[config.mk]
export PLATFORM = sky130hd
export DESIGN_NAME = mem_writeback
export DESIGN_NICKNAME = d
export VERILOG_FILES = /design/src/rtl/mem_pkg.sv /design/src/rtl/load_align.sv /design/src/rtl/mem_writeback.sv
export SDC_FILE = /design/constraint.sdc
export NUM_CORES = 1
export LEC_CHECK = 0
export ABC_AREA = 1
export CORE_AREA = 2 2 162 164
export CTS_BUF_LIST = sky130_fd_sc_hd__clkbuf_8
export DETAILED_ROUTE_END_ITERATION = 16
export DIE_AREA = 0 0 164 166
export PLACE_DENSITY = 0.72
export SETUP_SLACK_MARGIN = 0.15
export SLEW_MARGIN = 5
export SYNTH_ARGS = -nofsm -noshare
export SYNTH_HDL_FRONTEND = slang
export SYNTH_SLANG_ARGS = --single-unit
[constraint.sdc]
create_clock -name clk -period 5 [get_ports clk]
set_input_delay 0.75 -clock clk [delete_from_list [all_inputs] [get_ports clk]]
set_output_delay 0.75 -clock clk [all_outputs]
set_load 0.01 [all_outputs]
[src/rtl/mem_pkg.sv]
// Shared types for the memory/writeback stage: FSM states, access sizes,
// the in_op field layout and small lane helpers.
package mem_pkg;

  typedef enum logic [1:0] {
    IDLE     = 2'd0,
    REQ      = 2'd1,
    WAIT_RSP = 2'd2,
    WB       = 2'd3
  } wb_state_e;

  typedef enum logic [1:0] {
    SIZE_B = 2'd0,
    SIZE_H = 2'd1,
    SIZE_W = 2'd2,
    SIZE_D = 2'd3
  } size_e;

  // in_op = {is_store, is_unsigned, size[1:0]}
  typedef struct packed {
    logic  is_store;
    logic  is_unsigned;
    size_e size;
  } op_t;

  function automatic logic [7:0] byte_mask(size_e s);
    case (s)
      SIZE_B:  return 8'h01;
      SIZE_H:  return 8'h03;
      SIZE_W:  return 8'h0F;
      default: return 8'hFF;
    endcase
  endfunction

  function automatic logic is_misaligned(size_e s, logic [2:0] off);
    case (s)
      SIZE_B:  return 1'b0;
      SIZE_H:  return off[0];
      SIZE_W:  return |off[1:0];
      default: return |off;
    endcase
  endfunction

  function automatic logic [63:0] replicate_lanes(logic [63:0] d, size_e s);
    case (s)
      SIZE_B:  return {8{d[7:0]}};
      SIZE_H:  return {4{d[15:0]}};
      SIZE_W:  return {2{d[31:0]}};
      default: return d;
    endcase
  endfunction

endpackage

[src/rtl/load_align.sv]
// Picks the addressed lane out of a 64-bit read word and zero/sign-extends it.
module load_align
  import mem_pkg::*;
(
  input  logic [63:0] rdata,
  input  logic [2:0]  offset,
  input  size_e       size,
  input  logic        is_unsigned,
  output logic [63:0] data
);

  logic [63:0] lane;

  assign lane = rdata >> {offset, 3'b000};

  always_comb begin
    data = lane;
    case (size)
      SIZE_B:  data = is_unsigned ? {56'd0, lane[7:0]}  : {{56{lane[7]}},  lane[7:0]};
      SIZE_H:  data = is_unsigned ? {48'd0, lane[15:0]} : {{48{lane[15]}}, lane[15:0]};
      SIZE_W:  data = is_unsigned ? {32'd0, lane[31:0]} : {{32{lane[31]}}, lane[31:0]};
      default: data = lane;
    endcase
  end

endmodule

[src/rtl/mem_writeback.sv]
// Memory/writeback stage: issues one aligned load/store per accepted result,
// or passes register results straight through to the register file.
module mem_writeback
  import mem_pkg::*;
#(
  parameter int DATA_W = 64,
  parameter int ADDR_W = 64
) (
  input  logic              clk,
  input  logic              reset,
  input  logic              in_valid,
  output logic              in_ready,
  input  logic              in_mem,
  input  logic [3:0]        in_op,
  input  logic [DATA_W-1:0] in_data,
  input  logic [ADDR_W-1:0] in_addr,
  input  logic [4:0]        in_rd,
  output logic              mem_req,
  output logic              mem_we,
  output logic [7:0]        mem_be,
  output logic [ADDR_W-1:0] mem_addr,
  output logic [DATA_W-1:0] mem_wdata,
  input  logic              mem_gnt,
  input  logic              mem_rvalid,
  input  logic [DATA_W-1:0] mem_rdata,
  output logic              wb_en,
  output logic [4:0]        wb_rd,
  output logic [DATA_W-1:0] wb_data,
  output logic              misalign_err
);

  wb_state_e         state_reg, state_next;
  op_t               op_reg;
  op_t               in_op_s;
  logic [ADDR_W-1:0] addr_reg;
  logic [DATA_W-1:0] data_reg;
  logic [4:0]        rd_reg;
  logic              misalign_reg, misalign_next;
  logic              capture, in_misaligned, load_done;
  logic [DATA_W-1:0] load_data;

  assign in_op_s       = op_t'(in_op);
  assign capture       = in_valid && (state_reg == IDLE);
  assign in_misaligned = is_misaligned(in_op_s.size, in_addr[2:0]);
  assign misalign_next = capture && in_mem && in_misaligned;

  // A load completes on rvalid in WAIT_RSP, or in REQ when it arrives with the grant.
  assign load_done = !op_reg.is_store && mem_rvalid &&
                     ((state_reg == WAIT_RSP) || (state_reg == REQ && mem_gnt));

  load_align u_load_align (
    .rdata       (mem_rdata),
    .offset      (addr_reg[2:0]),
    .size        (op_reg.size),
    .is_unsigned (op_reg.is_unsigned),
    .data        (load_data)
  );

  always_ff @(posedge clk or posedge reset) begin
    if (reset) begin
      state_reg    <= IDLE;
      op_reg       <= '0;
      addr_reg     <= '0;
      data_reg     <= '0;
      rd_reg       <= '0;
      misalign_reg <= 1'b0;
    end else begin
      state_reg    <= state_next;
      misalign_reg <= misalign_next;
      if (capture) begin
        op_reg   <= in_op_s;
        addr_reg <= in_addr;
        rd_reg   <= in_rd;
      end
      // data_reg holds store data / pass-through result, then the load result.
      if (load_done) data_reg <= load_data;
      else if (capture) data_reg <= in_data;
    end
  end

  always_comb begin
    state_next = state_reg;
    case (state_reg)
      IDLE: begin
        if (in_valid) begin
          if (!in_mem) state_next = WB;
          else if (!in_misaligned) state_next = REQ;
        end
      end
      REQ: begin
        if (mem_gnt) begin
          if (op_reg.is_store) state_next = IDLE;
          else if (mem_rvalid) state_next = WB;
          else state_next = WAIT_RSP;
        end
      end
      WAIT_RSP: if (mem_rvalid) state_next = WB;
      WB:       state_next = IDLE;
      default:  state_next = IDLE;
    endcase
  end

  always_comb begin
    in_ready     = (state_reg == IDLE);
    mem_req      = 1'b0;
    mem_we       = 1'b0;
    mem_be       = '0;
    mem_addr     = '0;
    mem_wdata    = '0;
    wb_en        = 1'b0;
    wb_rd        = '0;
    wb_data      = '0;
    misalign_err = misalign_reg;
    if (state_reg == REQ) begin
      mem_req   = 1'b1;
      mem_we    = op_reg.is_store;
      mem_be    = byte_mask(op_reg.size) << addr_reg[2:0];
      mem_addr  = {addr_reg[ADDR_W-1:3], 3'b000};
      mem_wdata = replicate_lanes(data_reg, op_reg.size);
    end
    if (state_reg == WB) begin
      wb_en   = (rd_reg != 5'd0);
      wb_rd   = rd_reg;
      wb_data = data_reg;
    end
  end

endmodule

== After elaboration in Yosys (flattened, before gate mapping) ==
Cells that the tools add are included.

* $mul: 0
* Order comparisons: 0
* Shift-type cells: 2
* Reduce and logical (&&, ||, !) cells: 16
* Bitwise gates (word level): 0
* Multiplexer cells: 26
* Add/sub/neg operators: 0
* Divide/modulo/power cells: 0
* Equality and inequality tests: 11

{| class="wikitable"
|+ Operators with widths
! cell !! number
|-
| two-way mux 64 bit || 8
|-
| case mux 64 bit (3 select lines) || 2
|-
| >> shifter 64 x 6 -> 64 bit || 1
|-
| case mux 8 bit (3 select lines) || 1
|-
| two-way mux 8 bit || 2
|-
| two-way mux 2 bit || 6
|-
| equality test 2 bit (second input constant) || 4
|-
| case mux 2 bit (4 select lines) || 1
|-
| << shifter 8 x 3 -> 8 bit || 1
|-
| equality test 2 x 1 -> 1 bit (second input constant) || 3
|-
| logical AND 1 bit || 6
|-
| zero test 2 bit || 3
|-
| != test 2 bit (second input constant) || 3
|-
| two-way mux 5 bit || 1
|-
| nonzero test 5 bit || 1
|-
| two-way mux 1 bit || 4
|-
| AND reduction 4 bit || 1
|-
| != test 3 bit (second input constant) || 1
|-
| case mux 1 bit (3 select lines) || 1
|-
| OR reduction 3 bit || 1
|-
| nonzero test 2 bit || 1
|-
| OR reduction 2 bit || 1
|-
| zero test 1 bit || 1
|-
| logical OR 1 bit || 1
|}

* Memory bits (writable): 0
* Register bits: 140
* Output and inout port bits: 210
* Bits in read-only memories: 0
* Word-level logic and storage cells: 63
* Bits of input ports: 207
* Memories kept: 0
* Bits in latches: 0

== Depth between registers and ports, before layout ==
* Word-level depth: 6
* Depth in mapped cells: 11
* Mapped depth without buffers: 10

== Hierarchy ==
Synthesis repeated with hierarchy kept, for this count alone.

* Cells, all modules: 1753
* Area total of the unflattened synthesis: 10825.4 sq um

{| class="wikitable"
|+ By module, submodules not included
! module !! cells each !! area an instance (sq um) !! times used !! seq. area each (sq um)
|-
| mem_writeback || 1278 || 8446.9 || 1 || 3503.4
|-
| load_align || 475 || 2378.5 || 1 || 0.0
|}

== Worst setup path before layout ==
No wires, ideal clock.

* Path type: reg-to-output
* Start point: register op_reg[0] in the netlist's numbering
* End point: output port mem_wdata[11]
* Path buffers: 2
* Setup slack: 2.784 ns
* Cell stages (with the launch flop): 9
* Required time: 4.250 ns
* Data arrival time: 1.466 ns
* Path through: dfrtp_1 > inv_2 > nand2_2 > and2_1 > buf_2 > buf_4 > o21ai_0 > nand2_1 > a21oi_1

* Longest elaborated chain between the ends: 3
* Elaborated cells between the ends (all ways): 5
* Classes of those cells: eq/ne: 2; mux: 2; reduce/logical: 1

{| class="wikitable"
|+ RTL lines
! item !! line !! source
|-
| start: declaration || mem_writeback.sv:33 || <nowiki>op_t op_reg;</nowiki>
|-
| start signal: assignment || mem_writeback.sv:71 || <nowiki>op_reg <= in_op_s;</nowiki>
|-
| equality test 2 bit (tied with other cells) || mem_pkg.sv:45 || <nowiki>case (s)</nowiki>
|-
| case mux 64 bit (3 select lines) * || mem_pkg.sv:45 ||
|-
| two-way mux 64 bit * || mem_writeback.sv:114 || <nowiki>if (state_reg == REQ) begin</nowiki>
|-
| end: declaration || mem_writeback.sv:22 || <nowiki>output logic [DATA_W-1:0] mem_wdata,</nowiki>
|}

Mark *: on every way between the ends. The rest lies on a longest branch, timed or not.

== Worst setup path in the final report ==
* Start point: register op_reg[1] in the netlist's numbering
* End point: output port mem_wdata[8]

Same word-level chain as after synthesis.

==> metrics.txt <==
Post-CTS Hold Fix Bufs 0; grt peak-use layer met2; slew margin rel. 25.9%; Cells after Synth 1619; share of layout cells above drive strength 1 5.11%; FF-to-FF End data_reg[18]; DRT iter0 DRCs 1223; pwr/cell area 628 mW/mm²; Worst-path clk slew 0.10 ns; reg2reg start addr_reg[2]; clock buffer count from CTS 17; flops & latches, synth 140; Congestion Overflow GR 0; Post-Layout Cell Count 2313; vias per inst 5.18; area of the multi-input gates 0.00528 mm²; first-pass GRT wire length 66.2 mm; clk_skew 0.0186 ns; area of the mapped netlist 0.0101 mm²; R2R setup slack 1.99 ns; Vias 12.0k; endpoints failing setup 0; synth unique cells 36; I/O pins 417; top post-synthesis cells by area dfrtp_1 (35%), nand2_1 (16%), nor2_1 (11%); global-route track usage on met3 7.49%; WP data required 4.25 ns; yosys warns 0; type of the tightest min-delay check register to register; Global Route met1 Usage 37.7%; Initial Utilization 39.4%; Placeable Area 0.0256 mm²; CP startpoint op_reg[1]; post-CTS setup repair buffer count 0; Seq/Total Area, Yosys 34.7%; fill cell count 2562; Slowest cell on crit path dfrtp_1; DRC 0; total wire length 43.5 mm; Sink Count 140; number of global-route vias before repair 11.5k; Die H 166 µm; Lkg Pwr 6.76 nW; Max Slew Vio Count 0; outcome complete, no violations; Slew @ Worst Pin 1.11 ns; GRT Overall Usage 31.9%; min cycle time layout 3.98 ns; P&R area growth vs syn 45.7%; number of H-tree levels 4; critical path class register to primary output; Worst path max stage delay 0.64 ns; CP Capture Type primary output; Synth area leader dfrtp_1; Reg2Reg Depth 8; Routability Congestion 1.01; FF/Latch Area 0.00350 mm²; Die X 164 µm; Syn Area/Cell 6.23 µm²; setup TNS 0 ns; initial antenna violation count 5; Final HPWL DP 33.9 mm; clock root cell clkbuf_8; Min Hold Slack 0.492 ns; Antenna Nets Post-Route 0; startpoint class of the critical path register; TritonRoute pass-1 iters 6; clock buffer depth 2; share of the synthesized area in the top cell type 34.7%; GRT met2 Usage 54.0%; cells along the critical path buf_4, nand2_2, and2_1, o21ai_0, nand2_1, a21oi_1, clkdlybuf4s50_1; MaxCap Viol Count 0; Max IR drop VDD 0.000313 V; Critical Path AT 3.23 ns; Rows 59; RSZ-0062 raised after global routing no; Final period util 79.7%; crit path max fanout 18; clk_lat worst skew 0.47 ns; Max Clk Rate 0.251 GHz; post-DR wirelength/cell 18.8 µm; # resized after CTS 0; critical path endpoint mem_wdata[8]; CTS tree yes; final hold vios 0; DP Cell Count 2278; Final #Nets 2169; port bufs 413; Die ar. 0.0272 mm²; largest net degree at the start of global routing 113
==> power breakdown <==
| part | internal (mW) | total [mW] | switching, mW |
|---|---|---|---|
| combinational | 2.38 | 6.25 | 3.87 |
| clock | 0.431 | 0.995 | 0.564 |
| sequential | 1.69 | 1.98 | 0.291 |
==> per-layer routing <==
layer  share of wire, %  vias to the layer above
li1                   -                     5806
met1                 39                     5479
met2                 48                      585
met3                8.5                      106
met4                5.0                        2
met5              0.030                        -
==> cell families after synthesis <==
kind of cell	count (synthesis)	synth area share, %
buffers and inverters	310	13.1
AO/OA/AOI/OAI	325	18.1
flip-flops	140	34.7
AND/OR/NAND/NOR	843	34.0
other	1	0.0372
==> worst min path at each step <==
stage	startpoint	endpoint	slack, ns	cells past startpoint
detailed placement	data_reg[43]	data_reg[43]	0.47	2
global route	data_reg[61]	data_reg[61]	0.52	2
floorplan	data_reg[62]	data_reg[62]	0.45	2
CTS	data_reg[43]	data_reg[43]	0.50	2
finish	data_reg[61]	data_reg[61]	0.49	2
global placement	data_reg[42]	data_reg[42]	0.46	2
==> cell usage after synthesis, drive strengths merged <==
library cell,number
a21o,1
a21oi,127
nor3,2
o22ai,9
a31oi,2
nand4,33
or2,4
nand3,79
a211oi,23
o31ai,4
dfrtp,140
nor2,292
buf,79
o21ai,137
and2,1
o221ai,8
conb,1
inv,192
o211ai,10
nand2,432
clkbuf,39
a31o,1
a22oi,3
==> layout make-up <==
| cell class | count | area share [%] |
|---|---|---|
| well taps | 335 | 2.85 |
| flip-flops and latches | 140 | 23.8 |
| repair buffers | 440 | 29.5 |
| inverters | 192 | 4.94 |
| multi-input cells | 1171 | 35.9 |
| clock buffers | 17 | 1.59 |
| diodes | 3 | 0.0511 |
| clock inverters | 15 | 1.32 |
==> per-stage QoR <==
step	total power, mW	utilization [%]	setup WS, ns	cell area (µm²)
final	9.23	57.4	1.02	14700
after CTS	9.21	57.3	1.04	14700
after global placement	8.15	55.7	1.56	14300
after global routing	9.96	57.4	0.799	14700
after floorplan	5.64	-	0.497	10100
after detailed placement	8.19	55.7	1.55	14300
==> cells in the final DEF (no fill, tap or decap), types with 2 or more instances in the layout <==
| cell | Yosys | routed |
|---|---|---|
| a211oi_1 | 23 | 23 |
| a21oi_1 | 115 | 115 |
| a21oi_2 | 11 | 11 |
| a22oi_1 | 3 | 3 |
| a31oi_1 | 2 | 2 |
| buf_4 | 11 | 27 |
| clkbuf_8 | 0 | 17 |
| clkdlybuf4s50_1 | 0 | 413 |
| clkinv_8 | 0 | 4 |
| conb_1 | 1 | 3 |
| dfrtp_1 | 140 | 139 |
| diode_2 | 0 | 3 |
| inv_1 | 185 | 183 |
| inv_2 | 7 | 8 |
| inv_6 | 0 | 4 |
| inv_8 | 0 | 5 |
| nand2_1 | 423 | 422 |
| nand2_2 | 7 | 8 |
| nand2_4 | 2 | 2 |
| nand3_1 | 78 | 78 |
| nand4_1 | 33 | 33 |
| nor2_1 | 288 | 288 |
| nor2_4 | 1 | 2 |
| nor3_1 | 2 | 2 |
| o211ai_1 | 10 | 10 |
| o21ai_0 | 130 | 130 |
| o21ai_1 | 7 | 7 |
| o221ai_1 | 8 | 8 |
| o22ai_1 | 9 | 9 |
| o31ai_1 | 4 | 4 |
| or2_2 | 4 | 4 |
==> critical path, delay by kind of cell, from the launching register on <==
| kind | cells | cell delay [ns] |
|---|---|---|
| compound gates | 2 | 0.50 |
| buf+inv | 2 | 0.85 |
| flops | 1 | 0.64 |
| simple gates | 3 | 0.79 |
Power figures use the tool's default switching activity.
